===== config.mk =====
export PLATFORM = sky130hd
export DESIGN_NAME = lcell_cfg_loader
export DESIGN_NICKNAME = d
export VERILOG_FILES = /design/src/rtl/lcell_cfg_loader_pkg.sv /design/src/rtl/lcell_cfg_slot.sv /design/src/rtl/lcell_cfg_loader.sv
export SDC_FILE = /design/constraint.sdc
export NUM_CORES = 1
export LEC_CHECK = 0
export ABC_AREA = 1
export CORE_ASPECT_RATIO = 1.2
export CORE_UTILIZATION = 50
export DETAILED_ROUTE_END_ITERATION = 12
export GPL_TIMING_DRIVEN = 0
export PLACE_DENSITY = 0.72
export REMOVE_ABC_BUFFERS = 1
export SYNTH_ARGS = -nofsm -noshare
export SYNTH_HDL_FRONTEND = slang
export SYNTH_SLANG_ARGS = --single-unit
export TNS_END_PERCENT = 50

===== constraint.sdc =====
create_clock -name CLK -period 4.4 [get_ports CLK]
set_clock_uncertainty 0.05 [all_clocks]
set_input_delay 0.66 -clock CLK [delete_from_list [all_inputs] [get_ports CLK]]
set_output_delay 0.66 -clock CLK [all_outputs]
set_load 0.02 [all_outputs]

===== src/rtl/lcell_cfg_loader_pkg.sv =====
// Shared definitions for the logic-cell configuration loader: FSM states,
// frame header opcode and bit positions of the per-cell static select word.
package lcell_cfg_loader_pkg;

    typedef enum logic [1:0] {
        IDLE   = 2'd0,
        LOAD   = 2'd1,
        CHECK  = 2'd2,
        COMMIT = 2'd3
    } ld_state_t;

    localparam logic [3:0] HDR_OPCODE = 4'hC;

    // Bit positions inside one cell's CFG_W-wide config word
    localparam int CFG_TAS1 = 0;
    localparam int CFG_TAS2 = 1;
    localparam int CFG_TBS1 = 2;
    localparam int CFG_TBS2 = 3;
    localparam int CFG_BAS1 = 4;
    localparam int CFG_BAS2 = 5;
    localparam int CFG_BBS1 = 6;
    localparam int CFG_BBS2 = 7;
    localparam int CFG_QCKS = 8;
    localparam int CFG_QDS  = 9;

endpackage


===== src/rtl/lcell_cfg_slot.sv =====
// One cell's config storage: a shadow register filled during a load, a mask
// bit recording that the shadow was written in this frame, and the active
// register that drives the cell. Active only changes on commit, and only if
// this slot was written by the frame being committed.
module lcell_cfg_slot #(
    parameter int               CFG_W    = 10,
    parameter logic [CFG_W-1:0] INIT_CFG = 10'h100
) (
    input  logic             CLK,
    input  logic             RSTN,
    input  logic             wr_en,
    input  logic [CFG_W-1:0] wr_data,
    input  logic             clr_mask,
    input  logic             commit,
    output logic [CFG_W-1:0] active
);

    logic [CFG_W-1:0] shadow_q;
    logic             mask_q;

    // Shadow capture and frame-membership mask; clear wins over write
    always_ff @(posedge CLK or negedge RSTN) begin
        if (!RSTN) begin
            shadow_q <= '0;
            mask_q   <= 1'b0;
        end else if (clr_mask) begin
            mask_q   <= 1'b0;
        end else if (wr_en) begin
            shadow_q <= wr_data;
            mask_q   <= 1'b1;
        end
    end

    // Atomic transfer of shadow to the live cell config
    always_ff @(posedge CLK or negedge RSTN) begin
        if (!RSTN)
            active <= INIT_CFG;
        else if (commit && mask_q)
            active <= shadow_q;
    end

endmodule


===== src/rtl/lcell_cfg_loader.sv =====
// Framed config loader for a logic-cell array. Accepts header, data words and
// an XOR checksum, stages data in per-cell shadow slots and commits them all
// on one edge once the checksum matches. Cells are held in reset while a
// frame is in flight.
module lcell_cfg_loader
    import lcell_cfg_loader_pkg::*;
#(
    parameter int               NUM_CELLS = 8,
    parameter int               DW        = 16,
    parameter int               CFG_W     = 10,
    parameter logic [CFG_W-1:0] INIT_CFG  = 10'h100
) (
    input  logic                       CLK,
    input  logic                       RSTN,
    input  logic [DW-1:0]              IN_DATA,
    input  logic                       IN_VALID,
    output logic                       IN_READY,
    input  logic                       ABORT,
    input  logic                       ERR_CLR,
    output logic [NUM_CELLS*CFG_W-1:0] CFG_OUT,
    output logic                       CELL_HOLD,
    output logic                       DONE,
    output logic                       ERR,
    output logic                       ERR_STS
);

    localparam int CW = $clog2(NUM_CELLS + 1);

    ld_state_t     state_q, state_d;
    logic [CW-1:0] cnt_q, cnt_d;
    logic [CW-1:0] idx_q, idx_d;
    logic [DW-1:0] acc_q, acc_d;
    logic          hold_q, hold_d;
    logic          done_q, done_d;
    logic          err_q, err_d;
    logic          sts_q, sts_d;

    logic          xfer;
    logic          wr_en;
    logic          commit;
    logic          clr_mask;
    logic [3:0]    hdr_op;
    logic [DW-5:0] hdr_cnt;
    logic          hdr_ok;

    assign IN_READY = (state_q != COMMIT);
    assign xfer     = IN_VALID & IN_READY;
    assign hdr_op   = IN_DATA[DW-1 -: 4];
    assign hdr_cnt  = IN_DATA[DW-5:0];
    assign hdr_ok   = (hdr_op == HDR_OPCODE) && (hdr_cnt != '0) &&
                      (32'(hdr_cnt) <= NUM_CELLS);

    // Control registers
    always_ff @(posedge CLK or negedge RSTN) begin
        if (!RSTN) begin
            state_q <= IDLE;
            cnt_q   <= '0;
            idx_q   <= '0;
            acc_q   <= '0;
            hold_q  <= 1'b0;
            done_q  <= 1'b0;
            err_q   <= 1'b0;
            sts_q   <= 1'b0;
        end else begin
            state_q <= state_d;
            cnt_q   <= cnt_d;
            idx_q   <= idx_d;
            acc_q   <= acc_d;
            hold_q  <= hold_d;
            done_q  <= done_d;
            err_q   <= err_d;
            sts_q   <= sts_d;
        end
    end

    // Next-state, slot controls and status; ABORT overrides everything
    always_comb begin
        state_d  = state_q;
        cnt_d    = cnt_q;
        idx_d    = idx_q;
        acc_d    = acc_q;
        hold_d   = hold_q;
        done_d   = 1'b0;
        err_d    = 1'b0;
        wr_en    = 1'b0;
        commit   = 1'b0;
        clr_mask = 1'b0;
        if (ABORT) begin
            state_d  = IDLE;
            clr_mask = 1'b1;
            hold_d   = 1'b0;
        end else begin
            case (state_q)
                IDLE: begin
                    if (xfer) begin
                        if (!hdr_ok) begin
                            err_d = 1'b1;
                        end else begin
                            cnt_d    = CW'(hdr_cnt);
                            idx_d    = '0;
                            acc_d    = '0;
                            clr_mask = 1'b1;
                            hold_d   = 1'b1;
                            state_d  = LOAD;
                        end
                    end
                end
                LOAD: begin
                    if (xfer) begin
                        wr_en = 1'b1;
                        acc_d = acc_q ^ IN_DATA;
                        idx_d = idx_q + CW'(1);
                        if (idx_q == cnt_q - CW'(1))
                            state_d = CHECK;
                    end
                end
                CHECK: begin
                    if (xfer) begin
                        if (IN_DATA == acc_q) begin
                            state_d = COMMIT;
                        end else begin
                            err_d    = 1'b1;
                            clr_mask = 1'b1;
                            hold_d   = 1'b0;
                            state_d  = IDLE;
                        end
                    end
                end
                COMMIT: begin
                    commit  = 1'b1;
                    done_d  = 1'b1;
                    hold_d  = 1'b0;
                    state_d = IDLE;
                end
                default: state_d = IDLE;
            endcase
        end
        // A new error in the same cycle as a clear leaves the flag set
        if (err_d)
            sts_d = 1'b1;
        else if (ERR_CLR)
            sts_d = 1'b0;
        else
            sts_d = sts_q;
    end

    assign CELL_HOLD = hold_q;
    assign DONE      = done_q;
    assign ERR       = err_q;
    assign ERR_STS   = sts_q;

    // Per-cell storage; write decode from the running word index
    for (genvar i = 0; i < NUM_CELLS; i++) begin : g_slot
        logic [CFG_W-1:0] slot_cfg;

        lcell_cfg_slot #(
            .CFG_W    (CFG_W),
            .INIT_CFG (INIT_CFG)
        ) u_slot (
            .CLK      (CLK),
            .RSTN     (RSTN),
            .wr_en    (wr_en && (idx_q == CW'(i))),
            .wr_data  (IN_DATA[CFG_W-1:0]),
            .clr_mask (clr_mask),
            .commit   (commit),
            .active   (slot_cfg)
        );

        assign CFG_OUT[i*CFG_W +: CFG_W] = slot_cfg;
    end

endmodule

==> impl_summary.log <==
INFO  metric worstSetupStartpoint = ABORT
INFO  metric grt_overflow = 0
INFO  metric synth_enable_flop_cells = 0
INFO  metric ys_types = 26
INFO  metric clk_latency = 430 ps
INFO  metric tns = 0 ps
INFO  metric setup_viol = 0
INFO  metric detailedRoute.firstIterationViolations = 465
INFO  metric layout_worst_path_cycle_share = 0.954
INFO  metric synthesized_flop_and_latch_total = 198
INFO  metric cts_made_buffers = 17
INFO  metric dp_cells = 1,136
INFO  metric hold_violations = 0
INFO  metric synthXorXnorAreaFrac = 0.00714
INFO  metric maximum_fanout_along_the_worst_path = 74
INFO  metric synth_area_leader_cell = sky130_fd_sc_hd__dfrtp_1
INFO  metric start_util = 0.510
INFO  metric final-max-slew-violation-count = 0
INFO  metric worst_slew_pin_slew = 860 ps
INFO  metric weighted_congestion_reported_at_the_end_of_routability_driven_placement = 0.803
INFO  metric critPathMostFrequentCell = sky130_fd_sc_hd__nand2_1
INFO  metric htreeDepth = 4
INFO  metric clock_buffer_depth = 2
INFO  metric grt_first_pass_wirelength = 31,500 µm
INFO  metric post-cts-setup-buffers = 0
INFO  metric flow.area_growth_from_synthesis = 20.7%
INFO  metric design.die.area = 17,700 µm²
INFO  metric critPathCapture = g_slot[3].u_slot.shadow_q[1]
INFO  metric utilization = 0.615
INFO  metric p_per_area = 335 nW/µm²
INFO  metric detailedPlacementHpwl = 12,300 µm
INFO  metric holdCritPathClass = in -> async
INFO  metric final_nets = 970
INFO  metric run_status = finished, final reports clean
INFO  metric fmax = 238 MHz
INFO  metric cpLargestDelayFamily = simple AND/OR/NAND/NOR gates
INFO  metric detailedRoute.firstPassIterationCount = 4
INFO  metric rsz0062_at_grt = yes
INFO  metric netlist_top_cells_area = sky130_fd_sc_hd__dfrtp_1, sky130_fd_sc_hd__nand2_1, sky130_fd_sc_hd__mux2_2
INFO  metric avgRoutedWirePerCell = 16.7 µm
INFO  metric r2r_cell_count = 11
INFO  metric rr_startpoint = state_q[0]
INFO  metric crit_required = 4670 ps
INFO  metric worstPathCellList = clkdlybuf4s50_1 -> inv_4 -> buf_16 -> nand2_1 -> nor2_2 -> nand2_1 -> nor2_1 -> nand4_1 -> nand2_1 -> nand2_1
INFO  metric syn-instance-count = 862
INFO  metric route.detailed.drc = 0
INFO  metric r2r_setup_slack = 650 ps
INFO  metric hold_ws = 258 ps
INFO  metric main_combinational_cell_family_by_area_after_synthesis = simple AND/OR/NAND/NOR gates
INFO  metric power.static_leakage = 0.00530 µW
INFO  metric number_of_routed_nets_with_antenna_violations = 0
INFO  metric die_width = 122 µm
INFO  metric async_reset_ff_frac = 1.00
INFO  metric grt_util_all_layers = 0.232
INFO  metric clk_pin_slew = 70 ps
INFO  metric routed_wl = 19,500 µm
INFO  metric maxCapViolCount = 0
INFO  metric synth_simple_gate_area_share = 0.219
INFO  metric r2r_end = g_slot[3].u_slot.shadow_q[1]
INFO  metric num_io_pins = 106
INFO  metric worst_ep_arrival_time = 4460 ps
INFO  metric post_synth_mux_area_share = 0.105
INFO  metric post-layout-total-power = 3480 µW
INFO  metric synth.most_common_cell = sky130_fd_sc_hd__nand2_1
INFO  metric antenna_found_initial = 0
INFO  metric port_buffers = 105
INFO  metric grt_max_degree = 117
INFO  metric worst-path-buf-inv = 3
INFO  metric period_minus_slack = 4200 ps
INFO  metric synth-seq-area-share = 0.578
INFO  metric criticalPathCategory = in -> reg
INFO  metric num_vias = 6,375
INFO  metric antenna-diode-count = 0
INFO  metric crit_path_max_incr_delay = 690 ps
INFO  metric endpoint_kind = register
INFO  metric number_of_global_route_vias_before_repair = 6,017
INFO  metric finish.cell_count_without_fillers = 1,168
INFO  metric post_cts_hold_buffer_count = 0
INFO  metric worst-path-stages = 10
INFO  metric synth_compound_gate_area_share = 0.0217
INFO  metric tritoncts = yes
INFO  metric placementRows = 52
INFO  metric cts.root.buffer_cell = sky130_fd_sc_hd__clkbuf_16
INFO  metric synth.yosys.warnings = 0
INFO  metric yosys.area_share.adder = 0.0146
INFO  metric synthFlopType = sky130_fd_sc_hd__dfrtp_1
INFO  metric synth_top_cell_area_share = 0.554
INFO  metric vias_per_cell = 5.46
INFO  metric coreArea = 16,900 µm²
INFO  metric slowest_cell_on_the_critical_path = sky130_fd_sc_hd__nor2_1
INFO  metric start_kind = input port
INFO  metric clkSinkCount = 198
INFO  metric synth.avg_cell_area = 9.96 µm²
INFO  metric maximum_ir_drop_on_the_vdd_rail = 0.214 mV
INFO  metric slew_headroom = 0.427
INFO  metric dieHeight = 146 µm
INFO  metric drive_above_1_share = 0.145
INFO  metric synth.cells.most_frequent = sky130_fd_sc_hd__nand2_1, sky130_fd_sc_hd__dfrtp_1, sky130_fd_sc_hd__nand4_1
INFO  metric syn_area = 8590 µm²
-- how the worst min path moves through the flow --
stage | from | to | depth (start not counted)
4_1_cts | RSTN | g_slot[4].u_slot.active[4] | 1
3_5_place_dp | g_slot[4].u_slot.shadow_q[1] | g_slot[4].u_slot.shadow_q[1] | 2
3_3_place_gp | g_slot[5].u_slot.shadow_q[6] | g_slot[5].u_slot.shadow_q[6] | 2
6_report | RSTN | g_slot[4].u_slot.active[4] | 1
5_1_grt | RSTN | g_slot[4].u_slot.active[4] | 1
2_1_floorplan | RSTN | CELL_HOLD | 0
-- metrics by stage --
| step | area, µm² | worst slack [ps] |
|---|---|---|
| after floorplan | 8320 | -0.377 |
| after global placement | 9640 | -5610 |
| after detailed placement | 9790 | -697 |
| after CTS | 10400 | 210 |
| after global routing | 10400 | -89.1 |
| final | 10400 | 201 |
-- logic make-up after synthesis --
group,count (synthesis)
and+or+nand+nor,428
DFF,198
buffers and inverters,106
muxes,80
AOI/OAI and AO/OA,33
adders and majority gates,10
xor gates and xnor gates,7
-- metal layers --
metal / GRT usage / routed length (µm)
met1: 0.325 / 8630
met2: 0.355 / 9450
met3: 0.0443 / 872
met4: 0.0957 / 566
met5: 0 / 0
-- power by group --
part,switching (µW),leakage [µW],internal [µW]
Clock,658,0.000277,857
Sequential,1.70,0.00265,1820
Combinational,102,0.00238,35.4
-- registers in the layout, summed over array words and instances (netlist names), 2 cells and up --
signal and flops:
acc_q 16, cnt_q 4, g_slot.u_slot.active 80, g_slot.u_slot.mask_q 8, g_slot.u_slot.shadow_q 80, idx_q 4
state_q 2
-- final cells by class --
class                      count  area (µm²)
fill                        1398        6480
tap                          216         270
clock inverter                 6        63.8
timing repair buffer         110        1190
multi-input combinational    558        3160
sequential                   198        4960
clock buffer                  26         509
inverter                      54         205
-- layout by cell type (no fill, tap or decap) --
cell type | netlist | layout
sky130_fd_sc_hd__inv_1 | 45 | 44
sky130_fd_sc_hd__clkdlybuf4s50_1 | 0 | 104
sky130_fd_sc_hd__o21ai_0 | 25 | 25
sky130_fd_sc_hd__clkbuf_8 | 0 | 5
sky130_fd_sc_hd__nor3_1 | 2 | 2
sky130_fd_sc_hd__nand3_1 | 32 | 32
sky130_fd_sc_hd__inv_2 | 9 | 9
sky130_fd_sc_hd__xnor2_1 | 3 | 3
sky130_fd_sc_hd__clkinv_2 | 0 | 2
sky130_fd_sc_hd__or2_2 | 1 | 1
sky130_fd_sc_hd__inv_4 | 0 | 1
sky130_fd_sc_hd__clkinvlp_4 | 0 | 2
sky130_fd_sc_hd__xor2_1 | 4 | 4
sky130_fd_sc_hd__nor2_1 | 32 | 30
sky130_fd_sc_hd__dfrtp_1 | 190 | 190
sky130_fd_sc_hd__nand2_1 | 269 | 269
sky130_fd_sc_hd__clkbuf_1 | 16 | 4
sky130_fd_sc_hd__inv_6 | 0 | 1
sky130_fd_sc_hd__ha_1 | 10 | 10
sky130_fd_sc_hd__clkbuf_16 | 0 | 17
sky130_fd_sc_hd__bufinv_16 | 0 | 1
sky130_fd_sc_hd__a21oi_1 | 3 | 3
sky130_fd_sc_hd__nor2_2 | 2 | 4
sky130_fd_sc_hd__buf_8 | 0 | 1
sky130_fd_sc_hd__mux2_2 | 80 | 80
sky130_fd_sc_hd__a21boi_0 | 1 | 1
sky130_fd_sc_hd__dfstp_2 | 8 | 8
sky130_fd_sc_hd__nand4_1 | 90 | 90
sky130_fd_sc_hd__o31ai_1 | 3 | 3
sky130_fd_sc_hd__a21oi_4 | 1 | 1
sky130_fd_sc_hd__buf_16 | 0 | 5
-- what timing repair did --
action / 4_1_cts / 5_1_grt
cloned: 0 / 0
endpoints found under the setup margin: 83 / 36
resized for setup: 1 / 1
No activity file was read; power rests on OpenSTA's default activity.
